<file path="src/rtl/set_scan_ctrl.sv">
// ---------------------------------------------------------------------------
// set_scan_ctrl
//   Job controller for the combinational Venn-subset evaluator. One job
//   (three circle centres, three radii, mode) is latched, the radii are
//   squared, and every grid point (1..GRID, 1..GRID) is presented to the
//   evaluator, one point per cycle. The points the evaluator flags are
//   counted, and the total is reported with a one-cycle valid pulse.
//
// Parameters
//   GRID   grid edge; coordinates run 1..GRID (<= 15, fits 4 bits)
//   CNT_W  counter width; must hold GRID*GRID
//
// Ports
//   clk                in   system clock, rising edge
//   rst_n              in   synchronous reset, active low
//   en                 in   job start request, sampled only while busy==0
//   central_in         in   {xA,yA,xB,yB,xC,yC}, 4 bits each
//   radius_in          in   {rA,rB,rC}, 4 bits each
//   mode_in            in   set-operation select, passed through
//   busy               out  job in progress
//   valid              out  one-cycle pulse, candidate holds a new result
//   candidate          out  activated-point count of the last job
//   sub_central        out  latched centres, to evaluator
//   sub_radius_square  out  {rA^2,rB^2,rC^2}, 8 bits each, to evaluator
//   sub_mode           out  latched mode, to evaluator
//   sub_position       out  {x,y} point currently evaluated
//   sub_activated      in   evaluator result for sub_position
// ---------------------------------------------------------------------------
module set_scan_ctrl #(
   parameter int GRID  = 8,
   parameter int CNT_W = 7
) (
   input  logic             clk,
   input  logic             rst_n,
   input  logic             en,
   input  logic [23:0]      central_in,
   input  logic [11:0]      radius_in,
   input  logic [1:0]       mode_in,
   output logic             busy,
   output logic             valid,
   output logic [CNT_W-1:0] candidate,
   output logic [23:0]      sub_central,
   output logic [23:0]      sub_radius_square,
   output logic [1:0]       sub_mode,
   output logic [7:0]       sub_position,
   input  logic             sub_activated
);

   localparam logic [1:0] S_IDLE = 2'd0;
   localparam logic [1:0] S_SCAN = 2'd1;
   localparam logic [1:0] S_DONE = 2'd2;

   localparam logic [3:0] W_LAST = 4'(GRID);

   logic [1:0]       r_state;
   logic             r_busy;
   logic             r_valid;
   logic [CNT_W-1:0] r_cand;
   logic [CNT_W-1:0] r_count;
   logic [23:0]      r_central;
   logic [23:0]      r_rsq;
   logic [1:0]       r_mode;
   logic [3:0]       r_x;
   logic [3:0]       r_y;

   logic [CNT_W-1:0] w_cnt_next;
   logic             w_last;
   logic [7:0]       w_ra;
   logic [7:0]       w_rb;
   logic [7:0]       w_rc;

   always_comb begin
      w_ra       = {4'b0, radius_in[11:8]};
      w_rb       = {4'b0, radius_in[7:4]};
      w_rc       = {4'b0, radius_in[3:0]};
      w_cnt_next = r_count + {{(CNT_W-1){1'b0}}, sub_activated};
      w_last     = (r_x == W_LAST) && (r_y == W_LAST);
   end

   always_ff @(posedge clk) begin
      if (!rst_n) begin
         r_state   <= S_IDLE;
         r_busy    <= 1'b0;
         r_valid   <= 1'b0;
         r_cand    <= '0;
         r_count   <= '0;
         r_central <= '0;
         r_rsq     <= '0;
         r_mode    <= '0;
         r_x       <= 4'd1;
         r_y       <= 4'd1;
      end else begin
         case (r_state)
            S_IDLE: begin
               r_valid <= 1'b0;
               if (en) begin
                  r_central <= central_in;
                  r_mode    <= mode_in;
                  r_rsq     <= {w_ra * w_ra, w_rb * w_rb, w_rc * w_rc};
                  r_count   <= '0;
                  r_x       <= 4'd1;
                  r_y       <= 4'd1;
                  r_busy    <= 1'b1;
                  r_state   <= S_SCAN;
               end
            end
            S_SCAN: begin
               r_count <= w_cnt_next;
               if (w_last) begin
                  // Last point's flag is folded in here, so the result is
                  // presented together with valid in the DONE cycle.
                  r_cand  <= w_cnt_next;
                  r_valid <= 1'b1;
                  r_x     <= 4'd1;
                  r_y     <= 4'd1;
                  r_state <= S_DONE;
               end else if (r_y == W_LAST) begin
                  r_y <= 4'd1;
                  r_x <= r_x + 4'd1;
               end else begin
                  r_y <= r_y + 4'd1;
               end
            end
            S_DONE: begin
               r_valid <= 1'b0;
               r_busy  <= 1'b0;
               r_state <= S_IDLE;
            end
            default: begin
               r_valid <= 1'b0;
               r_busy  <= 1'b0;
               r_state <= S_IDLE;
            end
         endcase
      end
   end

   assign busy              = r_busy;
   assign valid             = r_valid;
   assign candidate         = r_cand;
   assign sub_central       = r_central;
   assign sub_radius_square = r_rsq;
   assign sub_mode          = r_mode;
   assign sub_position      = {r_x, r_y};

endmodule

</file>
<file path="config.mk">
export PLATFORM = sky130hd
export DESIGN_NAME = set_scan_ctrl
export DESIGN_NICKNAME = d
export VERILOG_FILES = /design/src/rtl/set_scan_ctrl.sv
export SDC_FILE = /design/constraint.sdc
export NUM_CORES = 1
export LEC_CHECK = 0
export ABC_AREA = 1
export CAP_MARGIN = 20
export CORE_UTILIZATION = 46
export DETAILED_ROUTE_END_ITERATION = 7
export GPL_TIMING_DRIVEN = 0
export PLACE_DENSITY = 0.8
export SKIP_CTS_REPAIR_TIMING = 1
export SYNTH_ARGS = -nofsm -noshare
export SYNTH_HDL_FRONTEND = slang
export SYNTH_SLANG_ARGS = --single-unit
</file>
<file path="constraint.sdc">
create_clock -name clk -period 2 [get_ports clk]
set_input_delay 0.3 -clock clk [delete_from_list [all_inputs] [get_ports clk]]
set_output_delay 0.3 -clock clk [all_outputs]
set_load 0.05 [all_outputs]
</file>
==> results.sh <==
export IMPL_status="complete, no violations"
export IMPL_critPathMaxFanout=5
export IMPL_fraction_of_the_mapped_netlist_area_in_compound_gates_pct=12.8
export IMPL_dpl_cell_count=685
export IMPL_clockRootBuffer="clkbuf_8"
export IMPL_route_detailed_wl_per_inst_um=12.4
export IMPL_synth_mux_area_share_pct=0
export IMPL_synth_enable_flop_cells=0
export IMPL_cap_violations=0
export IMPL_floorplan_rows=31
export IMPL_synth_most_common_cell="nor2_1"
export IMPL_globalRouteOverflowTotal=0
export IMPL_maxClockFrequency_mhz=528
export IMPL_die_w_um=88.3
export IMPL_antenna_violations_before_repair=0
export IMPL_layoutNonFillerInstCount=701
export IMPL_syn_to_final_growth_pct=40.2
export IMPL_cpMaxStageDelayCell="clkdlybuf4s50_1"
export IMPL_synthesis_area_per_instance_um2=7.15
export IMPL_drt_wl_total_um=8700
export IMPL_dominantRegCellSynth="dfxtp_1"
export IMPL_clock_insertion_delay_worst_skew_ns=0.35
export IMPL_timing_final_hold_violations=0
export IMPL_drt_initial_drc_count=113
export IMPL_postSynth_asyncResetShare_pct=0
export IMPL_place_gp_congestion=0.896
export IMPL_drt_pass1_iter_count=4
export IMPL_seqPwrFrac_pct=44.4
export IMPL_path_delay_family="buffers and inverters"
export IMPL_preCtsSetupSlack_ns=-0.281
export IMPL_design_core_area_um2=7210
export IMPL_initial_utilization_pct=47.5
export IMPL_final_max_slew_viol_count=0
export IMPL_total_cts_buffers=9
export IMPL_cp_num_cells=1
export IMPL_pin_count_of_the_biggest_net_entering_global_routing=14
export IMPL_yosys_area_share_adder_pct=7.23
export IMPL_register_area_share_after_synthesis_pct=42.7
export IMPL_clk_path_buf_depth=2
export IMPL_grt_first_pass_wirelength_um=14200
export IMPL_worst_ep_arrival_time_ns=1.59
export IMPL_yosys_area_top_type_share_pct=42.7
export IMPL_worst_hold_path_type="primary input to register"
export IMPL_final_min_clock_period_ns=1.89
export IMPL_reg2reg_depth=9
export IMPL_powerDensity_nw_per_um2=747
export IMPL_netSwitchingPower_uw=1220
export IMPL_path_class="register to primary output"
export IMPL_die_area_um2=7790
export IMPL_internal_power_uw=2360
export IMPL_clk_pin_slew_ns=0.07
export IMPL_post_synth_inst_count=479
export IMPL_fin_worst_skew_ns=0.0104
export IMPL_yosys_area_top_type="dfxtp_1"
export IMPL_via_per_inst=4.84
export IMPL_swShare_pct=34.1
export IMPL_synth_top_cells_by_count="nor2_1 (102), nand2_1 (99), dfxtp_1 (73), inv_1 (44), o21ai_0 (44)"
export IMPL_rsz_0062_raised_after_global_routing="false"
export IMPL_finalSetupViolations=0
export IMPL_synthXorXnorAreaFrac_pct=2.05
export IMPL_grt_total_usage_pct=23.7
export IMPL_io_pins=109
export IMPL_post_route_setup_slack_ns=0.106
export IMPL_part_of_the_total_power_dissipated_in_combinational_logic_pct=26.3
export IMPL_synth_simple_gate_area_share_pct=26.9
export IMPL_whs_path_depth=3
export IMPL_power_static_leakage_uw=0.00211
export IMPL_synth_seq_cells=73
export IMPL_portBuffers=105
export IMPL_irDropWorstVdd_mv=0.350
export IMPL_die_h_um=88.3
export IMPL_total_inserted_antenna_cells=0
export IMPL_layout_drive_gt1_share_pct=6.48
export IMPL_via_count=3391
export IMPL_critPathLaunchType="register"
export IMPL_timing_critical_path_required_ns=1.70
export IMPL_synth_area_top_cells="dfxtp_1 (43%), nor2_1 (11%), nand2_1 (11%)"
export IMPL_cts_htree_levels=3
export IMPL_cts_tree="done"
export IMPL_yosysUniqueCellTypes=28
export IMPL_critical_path_max_stage_delay_ns=0.84
export IMPL_synth_top_family_by_area="simple AND/OR/NAND/NOR gates"
export IMPL_pwr_share_clk_pct=29.3
export IMPL_cp_buffers_inverters=1
export IMPL_post_dp_hpwl_um=6520
export IMPL_mappedNetlistArea_um2=3420
export IMPL_synth_warning_count=0
export IMPL_detail_route_antenna_nets=0
export IMPL_numClockSinks=73
export IMPL_finalNetCount=657
export IMPL_endpoint_kind="primary output"
export IMPL_worst_case_headroom_to_the_max_slew_limit_pct=63.7
export IMPL_chain_of_cells_forming_the_critical_path="clkdlybuf4s50_1"
export IMPL_post_route_period_util_pct=94.7
export IMPL_remaining_drc_errors=0
export IMPL_grt_pass1_vias=3162
export IMPL_transition_time_of_the_tightest_slew_check_pin_ns=0.543
## per-stage QoR
step / util (%) / total power, uW / hold slack (ns) / setup TNS [ns] / instance area [um^2]
6_report: 66.6 / 3590 / 0.340 / 0 / 4800
5_1_grt: 66.6 / 3740 / 0.375 / 0 / 4800
4_1_cts: 66.4 / 3610 / 0.476 / 0 / 4790
3_5_place_dp: 63.9 / 2570 / 0.464 / -0.731 / 4610
3_3_place_gp: 63.9 / 2550 / 0.457 / -0.393 / 4610
2_1_floorplan: - / 2220 / 0.438 / 0 / 3430
## worst paths after layout
path,from,to,slack (ns)
worst max-delay path,r_y[2],sub_position[2],0.11
worst min register to register,candidate[6],candidate[6],0.47
worst max register to register,r_y[0],candidate[0],0.47
worst min-delay path,radius_in[1],sub_radius_square[2],0.34
## layout by cell type, fill, tap and decap left out, types with 2 or more instances in the layout
cell / instances
clkdlybuf4s50_1: 102
nor2_1: 100
nand2_1: 98
dfxtp_1: 73
inv_1: 44
o21ai_0: 43
a21oi_1: 29
nand3_1: 16
ha_1: 15
clkbuf_8: 10
clkbuf_1: 9
buf_2: 6
a22oi_1: 6
nor2_2: 5
xor2_1: 5
buf_4: 4
nor3_1: 4
inv_2: 3
xnor2_1: 3
fa_1: 3
conb_1: 3
dlymetal6s2s_1: 3
nand2_2: 2
a31oi_1: 2
clkinvlp_4: 2
clkinv_2: 2
## tightest hold or removal path: stages
cell            delay (ns)
dlymetal6s2s_1        0.16
a22oi_1               0.09
nor2_1                0.09
## logic make-up (layout without fill, tap and decap cells)
group	after synthesis	count (layout)
and+or+nand+nor	229	229
buffers and inverters	67	188
xor gates and xnor gates	8	8
other	1	3
DFF	73	73
AOI/OAI and AO/OA	83	83
adders and majority gates	18	18
## registers in the layout, indices dropped and copies added, names as in the netlist
| register | count |
|---|---|
| busy | 1 |
| candidate | 7 |
| r_count | 7 |
| r_state | 2 |
| r_x | 4 |
| r_y | 4 |
| sub_central | 24 |
| sub_mode | 2 |
| sub_radius_square | 21 |
| valid | 1 |
## per-layer routing
| layer | up-vias | GRT usage (%) | share of wire (%) |
|---|---|---|---|
| li1 | 1753 | - | - |
| met1 | 1516 | 27.1 | 42 |
| met2 | 102 | 42.2 | 48 |
| met3 | 20 | 5.60 | 7.8 |
| met4 | 0 | 9.82 | 2.0 |
| met5 | - | 0 | 0 |
## power by group through the flow
| stage | combinational, uW | sequential (uW) | clock, uW |
|---|---|---|---|
| 5_1_grt | 1020 | 1600 | 1120 |
| 6_report | 943 | 1590 | 1050 |
| 2_1_floorplan | 298 | 1920 | 0 |
| 4_1_cts | 945 | 1590 | 1070 |
| 3_3_place_gp | 925 | 1620 | 0 |
| 3_5_place_dp | 941 | 1630 | 0 |
## area by class of cell
class                      count  area [um^2]
fill                         651         2410
multi-input combinational    341         1700
sequential                    73         1460
timing repair buffer         105         1060
inverter                      47          176
clock buffer                  10          138
tap                           99          124
buffer                        20          105
clock inverter                 6         42.5
Power figures use the tool's default switching activity.
